<file path="src/rtl/iter_shifter.sv">
// Multi-cycle logical shifter: walks a 32-bit operand left or right by 0..31
// bits using one 5-bit or 1-bit step per cycle, behind a start/busy/done handshake.
`timescale 1ns/1ps
module iter_shifter #(
    parameter int n  = 32,
    parameter int SW = 5
) (
    input  logic          clk,
    input  logic          rst_n,
    input  logic          start,
    input  logic [n-1:0]  num,
    input  logic [SW-1:0] shamt,
    input  logic          dir,
    output logic          busy,
    output logic          done,
    output logic [n-1:0]  result
);

    typedef enum logic [1:0] {
        IDLE  = 2'd0,
        SHIFT = 2'd1,
        DONE  = 2'd2
    } state_t;

    localparam logic [SW-1:0] BIG_STEP = SW'(5);

    state_t        state_q;
    logic [n-1:0]  acc_q, acc_d;
    logic [n-1:0]  result_q;
    logic [SW-1:0] rem_q, rem_d;
    logic          dr_q;
    logic          busy_q;
    logic          done_q;

    // One step of the shift walk: take the big step while at least 5 bits
    // remain, otherwise finish with single-bit steps.
    always_comb begin
        // NOTE: every output of this block gets a default first so no path
        // leaves it unassigned, which would infer a latch.
        acc_d = acc_q;
        rem_d = rem_q;
        if (rem_q >= BIG_STEP) begin
            acc_d = dr_q ? (acc_q >> 5) : (acc_q << 5);
            rem_d = rem_q - BIG_STEP;
        end else if (rem_q != '0) begin
            acc_d = dr_q ? (acc_q >> 1) : (acc_q << 1);
            rem_d = rem_q - SW'(1);
        end
    end

    // NOTE: all sequential state uses non-blocking assignments so every
    // register samples the pre-edge values of the others.
    always_ff @(posedge clk or negedge rst_n) begin
        if (!rst_n) begin
            state_q  <= IDLE;
            acc_q    <= '0;
            rem_q    <= '0;
            dr_q     <= 1'b0;
            result_q <= '0;
            busy_q   <= 1'b0;
            done_q   <= 1'b0;
        end else begin
            case (state_q)
                IDLE: begin
                    done_q <= 1'b0;
                    if (start) begin
                        acc_q   <= num;
                        rem_q   <= shamt;
                        dr_q    <= dir;
                        busy_q  <= 1'b1;
                        state_q <= SHIFT;
                    end
                end
                SHIFT: begin
                    if (rem_q == '0) begin
                        result_q <= acc_q;
                        done_q   <= 1'b1;
                        state_q  <= DONE;
                    end else begin
                        acc_q <= acc_d;
                        rem_q <= rem_d;
                    end
                end
                DONE: begin
                    done_q  <= 1'b0;
                    busy_q  <= 1'b0;
                    state_q <= IDLE;
                end
                default: begin
                    done_q  <= 1'b0;
                    busy_q  <= 1'b0;
                    state_q <= IDLE;
                end
            endcase
        end
    end

    assign busy   = busy_q;
    assign done   = done_q;
    assign result = result_q;

endmodule

</file>
<file path="config.mk">
export PLATFORM = sky130hd
export DESIGN_NAME = iter_shifter
export DESIGN_NICKNAME = d
export VERILOG_FILES = /design/src/rtl/iter_shifter.sv
export SDC_FILE = /design/constraint.sdc
export NUM_CORES = 1
export LEC_CHECK = 0
export CORE_AREA = 8 8 106 108
export CTS_CLUSTER_DIAMETER = 200
export CTS_CLUSTER_SIZE = 14
export DETAILED_ROUTE_END_ITERATION = 16
export DIE_AREA = 0 0 114 116
export DONT_BUFFER_PORTS = 1
export PLACE_DENSITY = 0.58
export SLEW_MARGIN = 20
export SYNTH_ARGS = -nofsm -noshare
export SYNTH_HDL_FRONTEND = slang
export SYNTH_SLANG_ARGS = --single-unit
</file>
<file path="constraint.sdc">
create_clock -name clk -period 2.9 [get_ports clk]
set_clock_uncertainty 0.1 [all_clocks]
set_input_delay 0.435 -clock clk [delete_from_list [all_inputs] [get_ports clk]]
set_output_delay 0.435 -clock clk [all_outputs]
set_load 0.02 [all_outputs]
</file>
==> results of run 1 <==
==> cell type report <==
type / count / area share [%]
Multi-Input combinational cell: 303 / 47.0
Sequential cell: 74 / 40.5
Tap cell: 133 / 3.64
Clock buffer: 11 / 3.31
Timing Repair Buffer: 14 / 2.79
Clock inverter: 5 / 1.86
Inverter: 11 / 0.902
Antenna cell: 1 / 0.0547
==> cell families after synthesis <==
logic type,count (synthesis),synth area share (%)
compound gates,152,25.4
simple gates,104,13.2
flops,74,43.9
buf+inv,50,5.13
mux,44,11.4
fa+ha+maj,3,0.890
==> power breakdown <==
| part | total (uW) | leakage (uW) | switching (uW) | internal (uW) |
|---|---|---|---|---|
| logic | 3030 | 0.000831 | 1670 | 1360 |
| registers | 2650 | 0.000877 | 1070 | 1570 |
| clock network | 958 | 0.000116 | 422 | 536 |
==> per-stage QoR <==
| stage | std cells | utilization, % | cell area (sq um) |
|---|---|---|---|
| floorplan | 427 | - | 4220 |
| global placement | 533 | 45.0 | 4300 |
| detailed placement | 533 | 45.0 | 4300 |
| CTS | 551 | 47.9 | 4570 |
| global route | 552 | 47.9 | 4580 |
| finish | 552 | 47.9 | 4580 |
==> state kept, by name, summed over array words and instances, names as in the netlist <==
name / cells
busy: 1
state_q: 2
rem_q: 5
result: 32
dr_q: 1
acc_q: 32
done: 1
==> routing by layer <==
metal | routed length, um | part of all wire [%] | vias to the layer above | global-route usage (%)
met3 | 1090 | 8.7 | 18 | 5.73
li1 | - | - | 1619 | -
met5 | 0 | 0 | - | 0
met1 | 5490 | 44 | 1728 | 26.1
met2 | 5680 | 46 | 165 | 28.9
met4 | 169 | 1.4 | 0 | 6.30
==> worst reg2reg max path, stage by stage (launching register included) <==
cell      delay (ps)
dfrtp_1          480
inv_1            130
ha_1             270
o31a_1           390
nor2_1           370
buf_4            220
mux2i_1          190
o211ai_1          90
==> placed cells by master (no fill, tap or decap), drive strengths merged, types with 2 or more instances in the layout <==
| master | Yosys | final |
|---|---|---|
| o22ai | 17 | 17 |
| inv | 11 | 12 |
| ha | 3 | 3 |
| or4b | 2 | 2 |
| o211ai | 7 | 7 |
| o21ai | 19 | 19 |
| nand3 | 4 | 4 |
| nor3 | 21 | 21 |
| nor2b | 2 | 2 |
| nor4 | 7 | 7 |
| bufinv | 0 | 2 |
| mux2i | 11 | 11 |
| nand2b | 5 | 5 |
| and3 | 16 | 16 |
| clkbuf | 22 | 11 |
| nand2 | 20 | 20 |
| a311oi | 5 | 5 |
| o31ai | 4 | 4 |
| buf | 17 | 13 |
| a22oi | 6 | 6 |
| a21oi | 24 | 24 |
| mux2 | 33 | 33 |
| o22a | 12 | 12 |
| o221a | 4 | 4 |
| dfrtp | 74 | 74 |
| a211oi | 37 | 37 |
| or4 | 6 | 6 |
| a31oi | 9 | 9 |
| nor2 | 15 | 15 |
==> how the worst min path moves through the flow <==
stage               startpoint                     to  slack (ps)  cells after the start
floorplan                rst_n   acc_q[0]$_DFFE_PN0P_          40                      0
global placement         rst_n  result[1]$_DFFE_PN0N_          40                      0
detailed placement       rst_n  result[1]$_DFFE_PN0N_          40                      0
CTS                        dir       dr_q$_DFFE_PN0P_         100                      2
global route               dir       dr_q$_DFFE_PN0P_         110                      2
finish                     dir       dr_q$_DFFE_PN0P_         110                      2
==> results.txt, run 1 <==
The flow ran to the end, and the final reports show no timing, DRC or antenna violations. Launching element of the worst setup path: rem_q[1]$_DFFE_PN0P_. STA classifies the critical path endpoint as a register. In the final layout, flip-flops and latches occupy 0.00185 sq mm. The number of pins exceeding their max-slew limit in the final report was 0. The number of different library cells used by synthesis comes to 52. The cell area that synthesis handed to floorplanning was 0.00422 sq mm. The per-cell via count in the routed design was 6.39.

The first detailed-routing pass took 5 iterations. The count of final setup violators was 0; the clock transition at the registers of the reported paths was 80 ps. Compared with the post-synthesis result, the final layout area differs by 8.48%. The post-CTS repair timing setup buffer count is 0. After synthesis, the mean cell area works out to 9.88 sq um. The launching point of the worst reg2reg path is rem_q[1]$_DFFE_PN0P_. dfrtp_1 takes more of the synthesized area than any other cell. The fraction of final layout cells with drive strength greater than 1 is 17.7%. The analysis attributes to cell leakage a power of 0.00182 uW. Yosys instantiated no cell more often than dfrtp_1. Buffers inserted during clock tree synthesis total 9. The logs give 586 ps for the post-placement setup slack and 0.840 for the final RePlAce weighted congestion. The global route total overflow is 0, and the number of violations reported at the end of detailed-routing iteration 0 is 348. In this run the number of H-tree levels came out at 3. The wire-length estimate of the detail-placed layout is 8.57 mm. For the worst flop-to-flop path, the logic depth is 7. The number of gates on the worst path with buffers counted was 7; the flip-flop and latch count after synthesis was 74. Global routing used 19.3% of the available tracks across all layers.

The width of the chip is 114 um. Once the clock tree was built, the resizer swapped 0 gates to a different size. The run gives 0 as the total number of yosys warnings.

STA puts the critical path data required time at 3030 ps. The number of global-route vias before repair came out at 3,550. For the worst-skew pair, the clock arrives at the later sink with an insertion delay of 360 ps. The final critical-path setup slack was 538 ps; the multi-input logic area was 0.00215 sq mm. For this design the top-level I/O count stands at 75. The tools report the CTS sink count as 74. The relative max-transition margin was 47.6%. Counting flops with a built-in enable in the synthesized netlist gives 0. The logs give 540 ps for the reg-to-reg setup timing slack and 0 for the count of nets left with antenna violations after detail routing. The share of Yosys cell area claimed by the top area cell type was 43.9%. Once the floorplan was initialized, standard cells occupied 44.2% of the core. The prevailing post-synth register cell was dfrtp_1.

The critical path goes through inv_1 > ha_1 > o31a_1 > nor2_1 > buf_4 > mux2i_1 > o211ai_1. The critical path data arrival time came out at 2490 ps. Setup repair after global routing left no endpoint under its margin.

The number of filler instances in the final layout is 926. The critical path is of the register to register type. The die extent in y was 116 um. The tools report the critical path startpoint category as a register. The count of final hold-check violations was 0. Setup total negative slack on the finished layout was measured at 0 ps. The overall routed net length was 12.4 mm; the total of buffers placed on input and output ports was 0. The number of buffers and inverters on the critical path is 2. Subtracting the final worst setup slack from the clock period gives 2360 ps. For this run, design rule violations remaining after detail routing come to 0. For the gate count of the mapped netlist, the log shows 427.

The run gives 0.00955 sq mm as the core area. The count of standard-cell rows came out at 36. The share of async-settable or async-resettable flops after synthesis is 100%, and the number of nets in the finished design is 457. Broken down by cell family, the worst path's largest delay share belongs to flip-flops. Yosys attributes the largest share of cell area to dfrtp_1, mux2_2, a211oi_1, a21oi_1, mux2i_1. The routed length per placed instance came out at 22.5 um. The tools report the end of the critical path as acc_q[0]$_DFFE_PN0P_. Total power divided by cell area: 1450 mW/mm^2. For this design, the CTS-stage hold fixing added 2 buffers. The logs give 43.9% for the sequential share of the synthesized area and 0.000570 V for the peak supply drop.

Sorting the synthesized cells by how often they occur yields dfrtp_1, a211oi_1, mux2_2. The first-pass GRT wire length is 19.8 mm. The period utilization is 81.5%. Maximum fanout along the worst path: 7. The detailed router placed 3,530 vias in this run. The post-route total power was 6630 uW; the pin count of the biggest net entering global routing was 75. TritonCTS built the clock tree.

In this run the deepest clock path goes through 2 buffers. The largest single stage delay on the critical path is 480 ps. The tree is rooted in a clkbuf_8. The floorplan step defined a die boundary enclosing 0.0132 sq mm. Final hold analysis gives a worst-case slack of 107 ps. On the critical path, the stage with the largest delay is an instance of dfrtp_1. The logs give 1 for the number of antenna violations at the first check in global routing and 471 for the net count after synthesis. The worst hold path belongs to the class input pin to register.

The tools report the total of max-cap violations as 0. For the pin with the worst max-slew slack, the measured transition is 786 ps. The terminus of the critical flop-to-flop path was acc_q[0]$_DFFE_PN0P_. Static timing analysis puts the maximum clock frequency at 423 MHz.
No activity file was read; power rests on OpenSTA's default activity.
==> inputs of run 2 (changes only) <==
==> constraint.sdc (replaced) <==
create_clock -name clk -period 2.3 [get_ports clk]
set_clock_uncertainty 0.1 [all_clocks]
set_input_delay 0.345 -clock clk [delete_from_list [all_inputs] [get_ports clk]]
set_output_delay 0.345 -clock clk [all_outputs]
set_load 0.02 [all_outputs]
==> run 2 against run 1 <==
Against the previous run:
- worst setup slack worse by 440 ps
- final area up 1.8%
- clock-buffer cell count down 1
- utilization up 0.88 points
- final cell count grew 2.7%
- largest cell class unchanged
==> results.txt, run 2 (synthesized netlist as in run 1, its figures left out) <==
Setup violations remaining at the end of the flow were counted as 0. For the number of buffers between clock root and the deepest sink, the log shows 2. After floorplanning, the core was divided into 36 placement rows. Global route total overflow: 0.

Total of buffers placed on input and output ports: 0. The pin count of the biggest net entering global routing was 75. The area added between synthesis and finish is 10.5%, and the CTS sink count is 74. The routed length per placed instance is 22.6 um, and the number of violations reported at the end of detailed-routing iteration 0 is 271. The number of pins exceeding their max-slew limit in the final report is 0, and the timing-limited maximum frequency is 454 MHz. STA puts the critical path data arrival time at 2340 ps.

The worst hold margin was 55.1 ps; the post-CTS repair timing setup buffer count was 0. The worst hold path belongs to the class input pin to register. The net count of the finished layout is 473. For this design the static power due to leakage is 0.00189 uW.

Buffers inserted during clock tree synthesis total 9. For this design the top-level I/O count stands at 75. The number of global-route vias before repair came out at 3,529. Maximum fanout along the worst path: 17. The top cell types in the final layout, fill and taps aside, are dfrtp_1, a211oi_1, mux2_2. The first detailed-routing pass took 5 iterations.

The effective utilization at floorplan came out at 44.2%. Across all layers, the routed design uses 3,683 vias. The number of antenna violations at the first check in global routing is 0. In this run the power density over the cells is 1790 mW/mm^2. The first global-routing pass estimated 20.1 mm of wire. The library cell used most frequently in the layout, excluding fill and tap cells, is dfrtp_1.

The final RePlAce weighted congestion came out at 0.896. The worst path required time is 2440 ps, and the peak supply drop is 0.000698 V. The total negative setup slack was 0 ps. The master cell of the clock root buffer is clkbuf_8. Clock latency on the worst-skew pair, taken at its later pin, is 360 ps. In this run, placement finished with an instance count of 548. After floorplanning, the core was sized to cover 0.00955 sq mm. The worst pin sits at a relative slew slack of 56.2%. TritonCTS built the clock tree. The detail route stage leaves a number of antenna-violating nets equal to 0.

The worst setup path is launched from a register. The die is 114 um wide. In the routed design, unresolved DRC markers number 0. The worst path in the final design needs a cycle of 2200 ps, including I/O delays and setup. The CTS H-tree depth is 3. Clock-pin slew was measured on the worst setup and hold paths at 80 ps.

The critical path is of the register to register type. Setup repair after global routing left no endpoint under its margin. The die is 116 um tall. The overall routed net length is 12.8 mm, and the fraction of final layout cells with drive strength greater than 1 is 21.0%.

After detailed routing, the number of vias per cell comes to 6.50. The tools report the count of final hold-check violations as 0. Across the run, the number of max-cap violations was 0.

After legalization and detailed placement, the total HPWL measured 9.04 mm. The endpoint kind of the worst setup timing path is a register. Actual transition at the worst max-transition pin: 657 ps. The period utilization was 95.7%. The run finished with clean final reports.

Global routing consumed, over all layers together, 19.8% of the routing resources. For the number of inserted diodes, the log shows 0. The die covers 0.0132 sq mm.

The finished layout holds 567 standard cells, fillers aside.
==> run 2: metrics by stage <==
step                util (%)  setup slack (ps)  power, uW  instance area (sq um)
floorplan                  -               154       6070                   4220
global placement        46.3               163       7290                   4420
detailed placement      46.3              94.5       7340                   4420
CTS                     48.5              64.3       8280                   4630
global route            48.8              16.4       8930                   4660
finish                  48.8              99.4       8360                   4660
==> run 2: layer usage <==
layer	wire length (um)	track usage [%]	part of all wire, %	vias to the layer above
met1	5410	26.1	42	1789
met3	1310	5.68	10	26
met5	0	0	0	-
met4	341	10.1	2.7	0
met2	5750	29.1	45	219
li1	-	-	-	1649
==> run 2: critical path, stage by stage, from the launching register on <==
cell and delay, ps:
dfrtp_1 400, inv_1 120, ha_1 200, nor4b_2 320
buf_4 200, nand2_1 150, buf_4 290, mux2_2 290
==> run 2: what timing repair did <==
| action | CTS | global route |
|---|---|---|
| hold endpoints to repair | 75 | 0 |
| endpoints found under the setup margin | 0 | 24 |
| resized for setup | 0 | 6 |
| hold buffers | 3 | 0 |
==> run 2: final cells by class <==
cell class / count / area (sq um)
Clock inverter: 6 / 33.8
Clock buffer: 10 / 128
Fill cell: 932 / 4890
Inverter: 11 / 41.3
Timing Repair Buffer: 30 / 263
Multi-Input combinational cell: 303 / 2180
Tap cell: 133 / 166
Sequential cell: 74 / 1850
==> run 2: power breakdown <==
part / internal (uW) / switching [uW] / total, uW
Sequential: 1990 / 1200 / 3180
Combinational: 1910 / 2380 / 4290
Clock: 384 / 505 / 889
==> run 2: final timing paths <==
path                                     endpoint  slack [ps]  cells after the start             startpoint
hold reg to reg            result[23]$_DFFE_PN0N_         470                      1  acc_q[23]$_DFFE_PN0P_
setup reg to reg            result[3]$_DFFE_PN0N_         100                      7   rem_q[1]$_DFFE_PN0P_
hold / removal              acc_q[31]$_DFFE_PN0P_          60                      2                num[31]
min in group asynchronous   acc_q[26]$_DFFE_PN0P_         430                      2                  rst_n
max in group asynchronous    rem_q[3]$_DFFE_PN0P_        1350                      2                  rst_n
setup / recovery            result[3]$_DFFE_PN0N_         100                      7   rem_q[1]$_DFFE_PN0P_
==> inputs of run 3 (changes only) <==
==> config.mk (replaced) <==
export PLATFORM = sky130hd
export DESIGN_NAME = iter_shifter
export DESIGN_NICKNAME = d
export VERILOG_FILES = /design/src/rtl/iter_shifter.sv
export SDC_FILE = /design/constraint.sdc
export NUM_CORES = 1
export LEC_CHECK = 0
export CORE_AREA = 2 2 100 102
export CTS_CLUSTER_DIAMETER = 200
export CTS_CLUSTER_SIZE = 14
export DETAILED_ROUTE_END_ITERATION = 16
export DIE_AREA = 0 0 102 104
export DONT_BUFFER_PORTS = 1
export PLACE_DENSITY = 0.58
export SKIP_LAST_GASP = 1
export SLEW_MARGIN = 10
export SYNTH_ARGS = -nofsm -noshare
export SYNTH_HDL_FRONTEND = slang
export SYNTH_SLANG_ARGS = --single-unit
==> run 3 against run 2 <==
Against the previous run:
- clock-buffer cell count up 3
- worst setup slack better by 2.4 ps
- hold slack better by 10 ps
- highest routed layer unchanged
- largest cell class unchanged
==> results.txt, run 3 (synthesized netlist as in run 1, its figures left out) <==
The library cell used most frequently in the layout, excluding fill and tap cells, is dfrtp_1. The time the final worst path needs with I/O delays and setup works out to 2200 ps. At the later pin of the worst-skew pair, clock insertion delay measures 360 ps. The number of pins exceeding their max-slew limit in the final report was 0; the global route total overflow was 0.

In the layout the commonest cells are dfrtp_1, a211oi_1, mux2_2. Clock tree synthesis found a total of 74 sinks. Setup violations remaining at the end of the flow were counted as 0.

The initial utilization of the core area, before any placement, comes to 44.2%. The number of inserted diodes is 0. The met3 wirelength from detailed routing was 1.04 mm.

For the post-placement setup slack, the log shows 95.1 ps. The HPWL after detailed placement is 8.45 mm. The wire length on met2 came out at 5.46 mm. The worst hold path belongs to the class input pin to register. The worst path meets setup with 102 ps of slack. Measured on the finished design, the core utilization comes to 49.1%. The number of filler instances in the final layout was 927; the area added between synthesis and finish was 11.2%. The highest metal layer carrying signal wires in the routed design is met4. The tools report the number of global-route vias before repair as 3,554. The worst setup path is captured at a register. For the core area, the log shows 0.00955 sq mm. The flow ran to the end, and the final reports show no timing, DRC or antenna violations. The logs give 455 MHz for the timing-limited maximum frequency and 3,608 for the total via count in the routed design. The number of buffers between clock root and the deepest sink was 2. The tightest hold path in the finished design has a slack of 65.1 ps. The total power divided by cell area is 1800 mW/mm^2, and the top-level port count is 75.

TritonCTS built the clock tree. In the final design database the tool counted 472 nets. For the total leakage power, the log shows 0.00190 uW. Routed metal-1 wirelength: 5.48 mm.

The tools report the master cell of the clock root buffer as clkbuf_8. The tools report the final RePlAce weighted congestion as 0.874. STA puts the critical path data required time at 2430 ps. At the pin with the least slew margin, the transition time is 612 ps. The run gives 0 as the total of max-cap violations.

Headroom to the max-slew limit came out at 59.2%. The worst setup path is launched from a register. The largest single stage delay on the critical path is 440 ps. For the pin count of the biggest net entering global routing, the log shows 75. The slowest stage of the critical path belongs to the cell nor4b_1. The H-tree was split into 3 levels. The die covers 0.0106 sq mm. The signal on the critical path passes through inv_1 > ha_1 > nor4b_1 > buf_4 > nand2_1 > buf_4 > mux2_2. The first global-routing pass estimated 19.5 mm of wire. The setup path with the least slack is of type register to register. The floorplan has 36 rows. In the routed design, unresolved DRC markers number 0. In this run, the number of DRC markers left after iteration 0 of detailed routing was 257. The clock transition at the registers of the reported paths came out at 80 ps. The total of buffers placed on input and output ports is 0.

In the routed layout, each cell is associated on average with a via count of 6.37. The global-route usage over all layers was 23.9%; the reg-to-reg setup timing slack was 100 ps. The die is 104 um tall. STA puts the critical path data arrival time at 2330 ps. The most numerous cell type found on the critical path is buf_4. The tools report the peak supply drop as 0.000655 V.

Setup repair after global routing could not meet its margin everywhere. The count of final hold-check violations is 0, and the total negative setup slack is 0 ps. The clock buffer count from CTS is 9.

The number of antenna violations at the first check in global routing was 0. The period utilization was 95.6%. The overall routed net length is 12.1 mm. The first detailed-routing pass ran for 4 iterations. In the final routed layout, each cell accounts on average for 21.4 um. The width of the chip is 102 um.

The post-route netlist has 20.8% of its cells at a drive strength greater than 1. Maximum fanout along the worst path: 22. Total power for the finished layout comes to 8460 uW. In this run the remaining antenna-violating nets after routing total 0.
==> run 3: cell count changes in the layout (fill, tap and decap cells not counted), sizes merged <==
cell      previous run  this run
clkinvlp             0         1
clkbuf              10        13
buf                 28        27
clkinv               6         2
==> run 3: repair_timing <==
| action | CTS | global route |
|---|---|---|
| endpoints found under the hold margin | 75 | 0 |
| buffers inserted | 0 | 0 |
| setup endpoints to repair | 0 | 10 |
| gates resized for setup | 0 | 3 |
| hold buffers | 3 | 0 |
==> run 3: metal layers <==
metal / global-route usage (%) / vias to the layer above
li1: - / 1651
met1: 34.8 / 1773
met2: 34.8 / 175
met3: 6.32 / 9
met4: 6.86 / 0
met5: 0 / -
==> run 3: critical path, delay by kind of cell (launching register included) <==
kind                     cells  cell delay, ps
flip-flops                   1             400
adder cells (fa/ha/maj)      1             200
AND/OR/NAND/NOR              2             510
buffers and inverters        3             560
multiplexers                 1             300
==> run 3: final cells by class <==
cell class                      instances  area (sq um)  share of cell area [%]
Clock buffer                           13           179                    3.81
Clock inverter                          3          21.3                   0.453
Inverter                               11          41.3                   0.880
Multi-Input combinational cell        303          2160                    46.1
Sequential cell                        74          1850                    39.5
Tap cell                              133           166                    3.55
Timing Repair Buffer                   29           268                    5.71
==> run 3: path summary, 6_finish.rpt <==
check / cells past startpoint / end / start
setup / recovery: 7 / result[4]$_DFFE_PN0N_ / rem_q[1]$_DFFE_PN0P_
hold / removal: 2 / busy$_DFFE_PN0P_ / start
setup reg to reg: 7 / result[4]$_DFFE_PN0N_ / rem_q[1]$_DFFE_PN0P_
hold reg to reg: 1 / result[23]$_DFFE_PN0N_ / acc_q[23]$_DFFE_PN0P_
min in group asynchronous: 2 / acc_q[8]$_DFFE_PN0P_ / rst_n
max in group asynchronous: 2 / done$_DFFE_PN0P_ / rst_n
==> run 3: power breakdown <==
part | switching (uW) | internal, uW | leakage, uW | total [uW]
clock network | 513 | 511 | 0.000102 | 1020
registers | 1190 | 1990 | 0.000877 | 3170
logic | 2330 | 1940 | 0.000916 | 4260
total | 4030 | 4430 | 0.00190 | 8460
==> run 3: per-stage QoR <==
stage          area, sq um  cells
4_1_cts               4680    566
5_1_grt               4690    566
3_5_place_dp          4430    547
6_report              4690    566
2_1_floorplan         4220    427
3_3_place_gp          4430    547
